File: src/rtl/axi_resp_id_tracker_pkg.sv
// Shared crossbar definitions for the response ID tracker: response encodings and
// elaboration/decode helpers.
package axi_resp_id_tracker_pkg;

    typedef enum logic [1:0] {
        RESP_OKAY   = 2'b00,
        RESP_EXOKAY = 2'b01,
        RESP_SLVERR = 2'b10,
        RESP_DECERR = 2'b11
    } axi_resp_e;

    function automatic int clog2(input int value);
        int r;
        r = 0;
        while ((1 << r) < value) r++;
        return r;
    endfunction

    // Callers zero-extend narrower port vectors to 32 bits.
    function automatic logic is_onehot(input logic [31:0] vec);
        int n;
        n = 0;
        for (int i = 0; i < 32; i++) n += int'(vec[i]);
        return (n == 1);
    endfunction

endpackage

File: src/rtl/axi_resp_id_tracker_entry.sv
// One outstanding-transaction slot: owning master port plus in-flight count for a single AXI ID.
module axi_resp_id_tracker_entry #(
    parameter int AXI_MASTER_PORT = 2,
    parameter int MAX_OUTSTANDING = 8,
    parameter int CNT_W           = 4
) (
    input  logic                       ACLK,
    input  logic                       ARESETN,
    input  logic                       inc,
    input  logic                       dec,
    input  logic [AXI_MASTER_PORT-1:0] port,
    output logic [AXI_MASTER_PORT-1:0] owner,
    output logic                       cnt_nz,
    output logic                       full
);

    logic [CNT_W-1:0] cnt;

    // dec is only ever raised while cnt != 0, so underflow cannot occur here.
    always_ff @(posedge ACLK or negedge ARESETN) begin
        if (!ARESETN) begin
            cnt   <= '0;
            owner <= '0;
        end else begin
            case ({inc, dec})
                2'b10: begin
                    cnt   <= cnt + CNT_W'(1);
                    owner <= port;
                end
                2'b01: begin
                    cnt <= cnt - CNT_W'(1);
                    if (cnt == CNT_W'(1)) owner <= '0;
                end
                default: ;
            endcase
        end
    end

    assign cnt_nz = (cnt != '0);
    assign full   = (cnt == CNT_W'(MAX_OUTSTANDING));

endmodule

File: src/rtl/axi_resp_id_tracker.sv
// Outstanding-transaction table per direction: remembers which master port issued each ID
// and returns it one-hot for the response demux.
module axi_resp_id_tracker
    import axi_resp_id_tracker_pkg::*;
#(
    parameter int AXI_ID_WIDTH    = 1,
    parameter int AXI_MASTER_PORT = 2,
    parameter int MAX_OUTSTANDING = 8
) (
    input  logic                       ACLK,
    input  logic                       ARESETN,
    input  logic                       alloc_vld_i,
    input  logic [AXI_ID_WIDTH-1:0]    alloc_id_i,
    input  logic [AXI_MASTER_PORT-1:0] alloc_port_i,
    output logic                       alloc_rdy_o,
    input  logic                       release_vld_i,
    input  logic [AXI_ID_WIDTH-1:0]    release_id_i,
    input  logic [AXI_ID_WIDTH-1:0]    lookup_id_i,
    output logic [AXI_MASTER_PORT-1:0] lookup_trgt_o,
    output logic                       lookup_hit_o,
    output logic                       busy_o,
    output logic                       err_release_o
);

    localparam int N_ID  = 2 ** AXI_ID_WIDTH;
    localparam int CNT_W = clog2(MAX_OUTSTANDING + 1);

    logic [AXI_MASTER_PORT-1:0] owner [N_ID];
    logic [N_ID-1:0]            cnt_nz;
    logic [N_ID-1:0]            full;
    logic [N_ID-1:0]            inc;
    logic [N_ID-1:0]            dec;
    logic                       err_q;

    for (genvar g = 0; g < N_ID; g++) begin : g_entry
        assign inc[g] = alloc_vld_i & alloc_rdy_o & (alloc_id_i == AXI_ID_WIDTH'(g));
        assign dec[g] = release_vld_i & cnt_nz[g] & (release_id_i == AXI_ID_WIDTH'(g));

        axi_resp_id_tracker_entry #(
            .AXI_MASTER_PORT (AXI_MASTER_PORT),
            .MAX_OUTSTANDING (MAX_OUTSTANDING),
            .CNT_W           (CNT_W)
        ) u_entry (
            .ACLK    (ACLK),
            .ARESETN (ARESETN),
            .inc     (inc[g]),
            .dec     (dec[g]),
            .port    (alloc_port_i),
            .owner   (owner[g]),
            .cnt_nz  (cnt_nz[g]),
            .full    (full[g])
        );
    end

    // A second port may not share a live ID: its responses could not be demuxed.
    assign alloc_rdy_o = is_onehot(32'(alloc_port_i)) &
                         (!cnt_nz[alloc_id_i] |
                          ((owner[alloc_id_i] == alloc_port_i) & !full[alloc_id_i]));

    assign lookup_trgt_o = owner[lookup_id_i];
    assign lookup_hit_o  = cnt_nz[lookup_id_i];
    assign busy_o        = |cnt_nz;

    always_ff @(posedge ACLK or negedge ARESETN) begin
        if (!ARESETN) err_q <= 1'b0;
        else          err_q <= release_vld_i & !cnt_nz[release_id_i];
    end

    assign err_release_o = err_q;

endmodule
File: config.mk
export PLATFORM = sky130hd
export DESIGN_NAME = axi_resp_id_tracker
export DESIGN_NICKNAME = d
export VERILOG_FILES = /design/src/rtl/axi_resp_id_tracker_pkg.sv /design/src/rtl/axi_resp_id_tracker_entry.sv /design/src/rtl/axi_resp_id_tracker.sv
export SDC_FILE = /design/constraint.sdc
export NUM_CORES = 1
export LEC_CHECK = 0
export CORE_UTILIZATION = 37
export CTS_BUF_LIST = sky130_fd_sc_hd__clkbuf_16
export CTS_CLUSTER_DIAMETER = 80
export DETAILED_ROUTE_END_ITERATION = 16
export PLACE_DENSITY = 0.67
export SYNTH_ARGS = -nofsm -noshare
export SYNTH_HDL_FRONTEND = slang
export SYNTH_SLANG_ARGS = --single-unit
File: constraint.sdc
create_clock -name ACLK -period 5 [get_ports ACLK]
set_input_delay 0.5 -clock ACLK [delete_from_list [all_inputs] [get_ports ACLK]]
set_output_delay 0.5 -clock ACLK [all_outputs]
set_load 0.05 [all_outputs]
==> results of run 1 <==
-- Yosys cell counts, drive strengths merged, types with 3 or more instances --
master | instances | area share
mux2i | 4 | 0.042
nor2 | 5 | 0.020
nand4b | 3 | 0.028
dfrtp | 13 | 0.34
xor2 | 5 | 0.046
a21oi | 3 | 0.016
ha | 10 | 0.13
a22o | 4 | 0.037
o21ai | 3 | 0.016
nand2 | 7 | 0.028
xnor2 | 4 | 0.037
nor3 | 3 | 0.016
inv | 6 | 0.024
-- layout make-up --
cell class | instances | share of cell area
inverter | 6 | 0.0188
multi-input combinational | 75 | 0.495
clock buffer | 3 | 0.0627
clock inverter | 1 | 0.00313
sequential | 13 | 0.272
timing repair buffer | 14 | 0.117
tap | 30 | 0.0313
-- power by group through the flow --
stage                     clock network [µW]  registers (µW)  logic (µW)
final                                    150             223         340
after global routing                     159             232         372
after CTS                                151             222         342
after detailed placement                   0             223         336
after global placement                     0             221         328
after floorplan                            0             210         255
-- how the worst max path moves through the flow --
| stage | start | endpoint | slack [ns] |
|---|---|---|---|
| finish | alloc_id_i | alloc_rdy_o | 1.66 |
| global route | alloc_id_i | alloc_rdy_o | 1.55 |
| CTS | alloc_id_i | alloc_rdy_o | 1.66 |
| detailed placement | alloc_id_i | alloc_rdy_o | 1.70 |
| global placement | alloc_id_i | alloc_rdy_o | 1.77 |
| floorplan | g_entry[0].u_entry.cnt[0] | g_entry[0].u_entry.cnt[3] | 2.82 |
-- through the flow --
| step | hold slack (ns) | std cells | area [µm²] | utilization |
|---|---|---|---|---|
| after floorplan | 0.204 | 95 | 952 | - |
| after CTS | 0.529 | 142 | 1200 | 0.488 |
| after detailed placement | 0.519 | 138 | 1120 | 0.456 |
| after global routing | 0.567 | 142 | 1200 | 0.488 |
| after global placement | 0.523 | 138 | 1120 | 0.456 |
| final | 0.523 | 142 | 1200 | 0.488 |
-- logic make-up after synthesis --
logic type               Yosys count  synth area share
multiplexers                       6            0.0657
XOR/XNOR                           9            0.0828
buffers and inverters              7            0.0355
AND/OR/NAND/NOR                   35             0.230
AO/OA/AOI/OAI                     15             0.113
flip-flops                        13             0.342
adder cells (fa/ha/maj)           10             0.131
-- critical path: cells and delay by family --
family / cells / cell delay (ns)
and+or+nand+nor: 3 / 0.70
buffers and inverters: 2 / 1.40
AOI/OAI and AO/OA: 1 / 0.24
-- flip-flops by register name, indices dropped and copies added (netlist names) --
| signal | flops |
|---|---|
| g_entry.u_entry.cnt | 8 |
| g_entry.u_entry.owner | 4 |
| err_release_o | 1 |
-- metal layers --
layer	up-vias	track usage
met5	-	0
met4	0	0.110
met3	4	0.0406
met2	14	0.276
met1	375	0.186
li1	374	-
==> summary.md, run 1 <==
| Metric | Value |
|---|---|
| Psw | `299 µW` |
| Vias per inst | `5.40` |
| Setup WS post-layout | `1.66 ns` |
| Via count | `767` |
| DR WL/cell | `14.5 µm` |
| DR pass1 iterations | `4` |
| Clk pwr share | `0.211` |
| Synth Flop Type | `dfrtp_1` |
| Unrepaired setup endpoints after global routing | `no` |
| Htree depth | `1` |
| Final setup viols | `0` |
| Post-CTS setup buffers | `0` |
| First DRT Iteration DRCs | `7` |
| Hold Path Sink | `g_entry[1].u_entry.owner[1]` |
| Reg2reg end | `g_entry[1].u_entry.owner[0]` |
| Core Region | `2450 µm²` |
| Metal-1 WL | `917 µm` |
| CP most frequent cell | `clkdlybuf4s50_1` |
| Fin crit share | `0.668` |
| Power Internal | `413 µW` |
| Sequential fraction of the synthesis area | `0.342` |
| Async set-or-reset flop fraction in the synthesized netlist | `1.00` |
| Root Buffer | `clkbuf_16` |
| Sequential Area | `325 µm²` |
| Total Power | `713 µW` |
| Slew headroom | `0.591` |
| Power per Cell Area | `595 nW/µm²` |
| Sw frac | `0.420` |
| Worst VDD drop | `0.279 mV` |
| Worst-margin pin slew | `0.612 ns` |
| Outcome | `complete, no violations` |
| Mapped Cells | `95` |
| Ports | `15` |
| CP max stage delay | `0.80 ns` |
| EDFF count, synth | `0` |
| Routed WL | `2.06 mm` |
| Highest clock rate | `299 MHz` |
| CTS Buf Count | `3` |
| Post-cts sizing count | `0` |
| Worst-Skew Late Latency | `0.24 ns` |
| CTS max path bufs | `2` |
| Die H | `52.7 µm` |
| Hold path start | `g_entry[1].u_entry.owner[1]` |
| Worst EP required | `4.50 ns` |
| Startpoint types | `input port` |
| Die width | `52.7 µm` |
| Avg Inst Size Synth | `10.0 µm²` |
| N_diodes | `0` |
| Post-synthesis cell type count | `32` |
| GP Congestion | `0.775` |
| Final net count | `132` |
| ANT nets after route | `0` |
| Flop pwr share | `0.312` |
| Site Rows | `18` |
| Crit path time final | `3.34 ns` |
| Largest net degree at the start of global routing | `14` |
| Worst reg2reg path depth | `10` |
| Crit-path cells | `clkdlybuf4s50_1, nor4b_2, nor3b_1, o22ai_2, and2_2, clkdlybuf4s50_1` |
| Area Overhead vs Synth | `25.8%` |
| Fillers | `235` |
| CP Class | `in2out` |
| Die area | `2780 µm²` |
| Met3 wire length | `65 µm` |
| Max layer used | `met4` |
| WP data arrival | `2.84 ns` |
| Yosys reg bits | `13` |
| Reg-to-Reg Start | `g_entry[0].u_entry.cnt[0]` |
| Gr usage total | `0.167` |
| Port Buffer Count | `14` |
| Cell area after synthesis | `952 µm²` |
| Max Clock Skew | `0.00472 ns` |
| # Max-Cap Violations | `0` |
| Multi-input logic area | `593 µm²` |
| CP endpoint kind | `output pin` |
| TritonCTS clock tree | `done` |
| Met2 WL | `1.03 mm` |
| Clock-pin slew on the worst setup and hold paths | `0.05 ns` |
| Layout cells sized above 1 | `0.0893` |
| Mapped Nets | `114` |
| First-pass GRT wire length | `3.22 mm` |
| Vias in the first global route | `733` |
| CTS Hold Bufs | `0` |
| Combinational share of power | `0.477` |
| Residual DRC | `0` |
| Pre-CTS setup slack | `1.70 ns` |
| Worst-path maximum fanout | `10` |
| Grt ovf | `0` |
| R2r setup slk | `2.49 ns` |
| Commonest non-fill, non-tap cell in the layout | `clkdlybuf4s50_1` |
| Min-delay worst type | `reg2reg` |
| Slowest-stage cell, CP | `clkdlybuf4s50_1` |
| HPWL Detailed | `1.53 mm` |
| Initial antenna violation count | `0` |
| Max-slew violations | `0` |
| Leakage power | `0.000535 µW` |
| Final hold violations | `0` |
| Setup_tns | `0 ns` |
| Hold depth | `1` |
| Most frequent cells in the layout | `14 x clkdlybuf4s50_1, 13 x dfrtp_1, 10 x ha_1` |
| Ys Warns | `0` |
| Sink Count | `13` |
| Initial Util | `0.388` |
Note: power is estimated with default switching activity, not from simulation.
==> run 2: changes to the inputs <==
Settings changed: PLACE_DENSITY 0.67 to 0.69.
Clock period 5 ns to 3 ns, I/O delays scaled along.
==> run 2 against run 1 <==
Against the previous run: final area is 0.21% lower; critical path depth shrank 1; clock skew shrank 0.0038 ns; flip-flop and latch count did not move; routed wire length down 4.8%; hold slack lost 0.078 ns; total power grew 66%; count of clock-buffer cells in the layout unchanged; cell count stayed put; largest power group unchanged.
==> summary.md, run 2 (synthesis results as in run 1) <==
| Metric | Value |
|---|---|
| Crit-path cells | `inv_1, ha_1, nor3b_1, nand3_1, clkdlybuf4s50_1` |
| WP data arrival | `2.29 ns (-0.55 ns)` |
| Outcome | `complete, no violations` |
| Worst-Skew Late Latency | `0.24 ns (about the same)` |
| Worst VDD drop | `0.546 mV (+95%)` |
| Htree depth | `1 (unchanged)` |
| Power Internal | `688 µW (+66%)` |
| Hold slack final | `0.445 ns (-0.0785 ns)` |
| Post-cts sizing count | `0 (unchanged)` |
| Clk pwr share | `0.206 (-0.005)` |
| CTS Buf Count | `3 (unchanged)` |
| Final hold violations | `0 (unchanged)` |
| Grt ovf | `0 (unchanged)` |
| Setup WS post-layout | `0.405 ns (-1.25 ns)` |
| Vias per inst | `5.51 (+2.0%)` |
| Residual DRC | `0 (unchanged)` |
| Worst EP required | `2.70 ns (-1.80 ns)` |
| Slew headroom | `0.599 (+0.00796)` |
| Worst Setup SP | `g_entry[1].u_entry.cnt[0]` |
| Most frequent cells in the layout | `13 x dfrtp_1, 13 x clkdlybuf4s50_1, 10 x ha_1` |
| Finished Layout Cells | `142 (unchanged)` |
| Worst reg2reg path depth | `10 (unchanged)` |
| Max reg flops | `8 (unchanged)` |
| Startpoint types | `flip-flop` |
| Leakage power | `0.000537 µW (+0.33%)` |
| DP Cell Count | `138 (unchanged)` |
| Final setup viols | `0 (unchanged)` |
| Fin crit share | `0.865` |
| CTS max path bufs | `2 (unchanged)` |
| Highest clock rate | `385 MHz` |
| HPWL Detailed | `1.53 mm (+0.52%)` |
| Via count | `782 (+2.0%)` |
| Initial Util | `0.388 (unchanged)` |
| CP endpoint | `busy_o` |
| Site Rows | `18 (unchanged)` |
| Fillers | `227 (-3.4%)` |
| First-pass GRT wire length | `3.40 mm (+5.6%)` |
| CTS Hold Bufs | `0 (unchanged)` |
| Ports | `15 (unchanged)` |
| Root Buffer | `clkbuf_16` |
| Combinational share of power | `0.480 (+0.003)` |
| Sink Count | `13 (unchanged)` |
| Reg2reg end | `g_entry[0].u_entry.owner[1]` |
| Vias in the first global route | `777 (+6.0%)` |
| Core Region | `2450 µm² (unchanged)` |
| Worst-path maximum fanout | `6 (-4)` |
| Final net count | `132 (unchanged)` |
| Routed WL | `1.96 mm (-4.8%)` |
| N_diodes | `0 (unchanged)` |
| Max-slew violations | `0 (unchanged)` |
| Total Power | `1180 µW (+66%)` |
| Worst-margin pin slew | `0.600 ns (-0.0119 ns)` |
| First DRT Iteration DRCs | `14 (+7)` |
| Slowest-stage cell, CP | `clkdlybuf4s50_1` |
| DR pass1 iterations | `4 (unchanged)` |
| Area Overhead vs Synth | `25.5%` |
| GP Congestion | `0.750 (-3.2%)` |
| Reg-to-Reg Start | `g_entry[0].u_entry.cnt[0]` |
| R2r setup slk | `0.46 ns (-2.03 ns)` |
| CP Class | `reg2out` |
| Min-delay worst type | `in2async` |
| Flop pwr share | `0.314 (+0.002)` |
| Port Buffer Count | `14 (unchanged)` |
| DR WL/cell | `13.8 µm (-4.8%)` |
| Sw frac | `0.417 (-0.00293)` |
| Psw | `492 µW (+64%)` |
| Initial antenna violation count | `0 (unchanged)` |
| Max Clock Skew | `0.000878 ns (-0.00384 ns)` |
| Unrepaired setup endpoints after global routing | `no` |
| CP max stage delay | `0.72 ns (-0.08 ns)` |
| Gr usage total | `0.169 (+0.00271)` |
| Die area | `2780 µm² (unchanged)` |
| Power per Cell Area | `987 nW/µm² (+66%)` |
| Die H | `52.7 µm (unchanged)` |
| Crit path time final | `2.59 ns` |
| Setup_tns | `0 ns (unchanged)` |
| Pre-CTS setup slack | `0.237 ns (-1.46 ns)` |
| Layout cells sized above 1 | `0.0982 (+0.00893)` |
| Sequential Area | `325 µm² (unchanged)` |
| Die width | `52.7 µm (unchanged)` |
| Multi-input logic area | `593 µm² (unchanged)` |
| Clock-pin slew on the worst setup and hold paths | `0.04 ns (about the same)` |
| Largest net degree at the start of global routing | `14 (unchanged)` |
| Top reg by flops | `g_entry.u_entry.cnt` |
| TritonCTS clock tree | `done` |
| Post-CTS setup buffers | `0 (unchanged)` |
| ANT nets after route | `0 (unchanged)` |
| # Max-Cap Violations | `0 (unchanged)` |
| CP endpoint kind | `output pin` |
-- run 2: cell count changes in the layout (fill, tap and decap cells not counted) --
cell	delta
buf_4	+1
clkdlybuf4s50_1	-1
-- run 2: critical path: cells and delay by family, from the launching register on --
family | cells | cell delay, ns
adders and majority gates | 1 | 0.23
buffers and inverters | 2 | 0.81
DFF | 1 | 0.44
and+or+nand+nor | 2 | 0.58
-- run 2: final cells by class --
type / instances / share of cell area
Tap cell: 30 / 0.0314
Inverter: 6 / 0.0188
Multi-Input combinational cell: 75 / 0.496
Clock inverter: 1 / 0.00314
Timing Repair Buffer: 14 / 0.115
Sequential cell: 13 / 0.272
Clock buffer: 3 / 0.0628
-- run 2: metal layers --
metal / track usage / wire, µm / part of all wire
met5: 0 / 0 / 0
met4: 0.0439 / 0 / 0
met3: 0.0551 / 123 / 0.063
met2: 0.302 / 995 / 0.51
met1: 0.191 / 842 / 0.43
-- run 2: power by group through the flow --
| stage | logic (µW) | clock network, µW | registers (µW) |
|---|---|---|---|
| 2_1_floorplan | 425 | 0 | 350 |
| 3_3_place_gp | 548 | 0 | 368 |
| 3_5_place_dp | 571 | 0 | 371 |
| 4_1_cts | 569 | 249 | 369 |
| 5_1_grt | 629 | 262 | 385 |
| 6_report | 566 | 244 | 370 |
-- run 2: per-stage QoR --
stage,instance area (µm²),util
6_report,1190,0.487
3_3_place_gp,1120,0.455
5_1_grt,1190,0.487
2_1_floorplan,952,-
4_1_cts,1190,0.487
3_5_place_dp,1120,0.455
-- run 2: how the worst min path moves through the flow --
stage	end	slack, ns	cells past startpoint
finish	g_entry[1].u_entry.cnt[1]	0.44	1
CTS	g_entry[1].u_entry.cnt[2]	0.47	1
global route	g_entry[1].u_entry.cnt[2]	0.52	1
floorplan	err_release_o	0.004	0
detailed placement	g_entry[1].u_entry.owner[1]	0.52	1
global placement	g_entry[1].u_entry.owner[0]	0.52	1
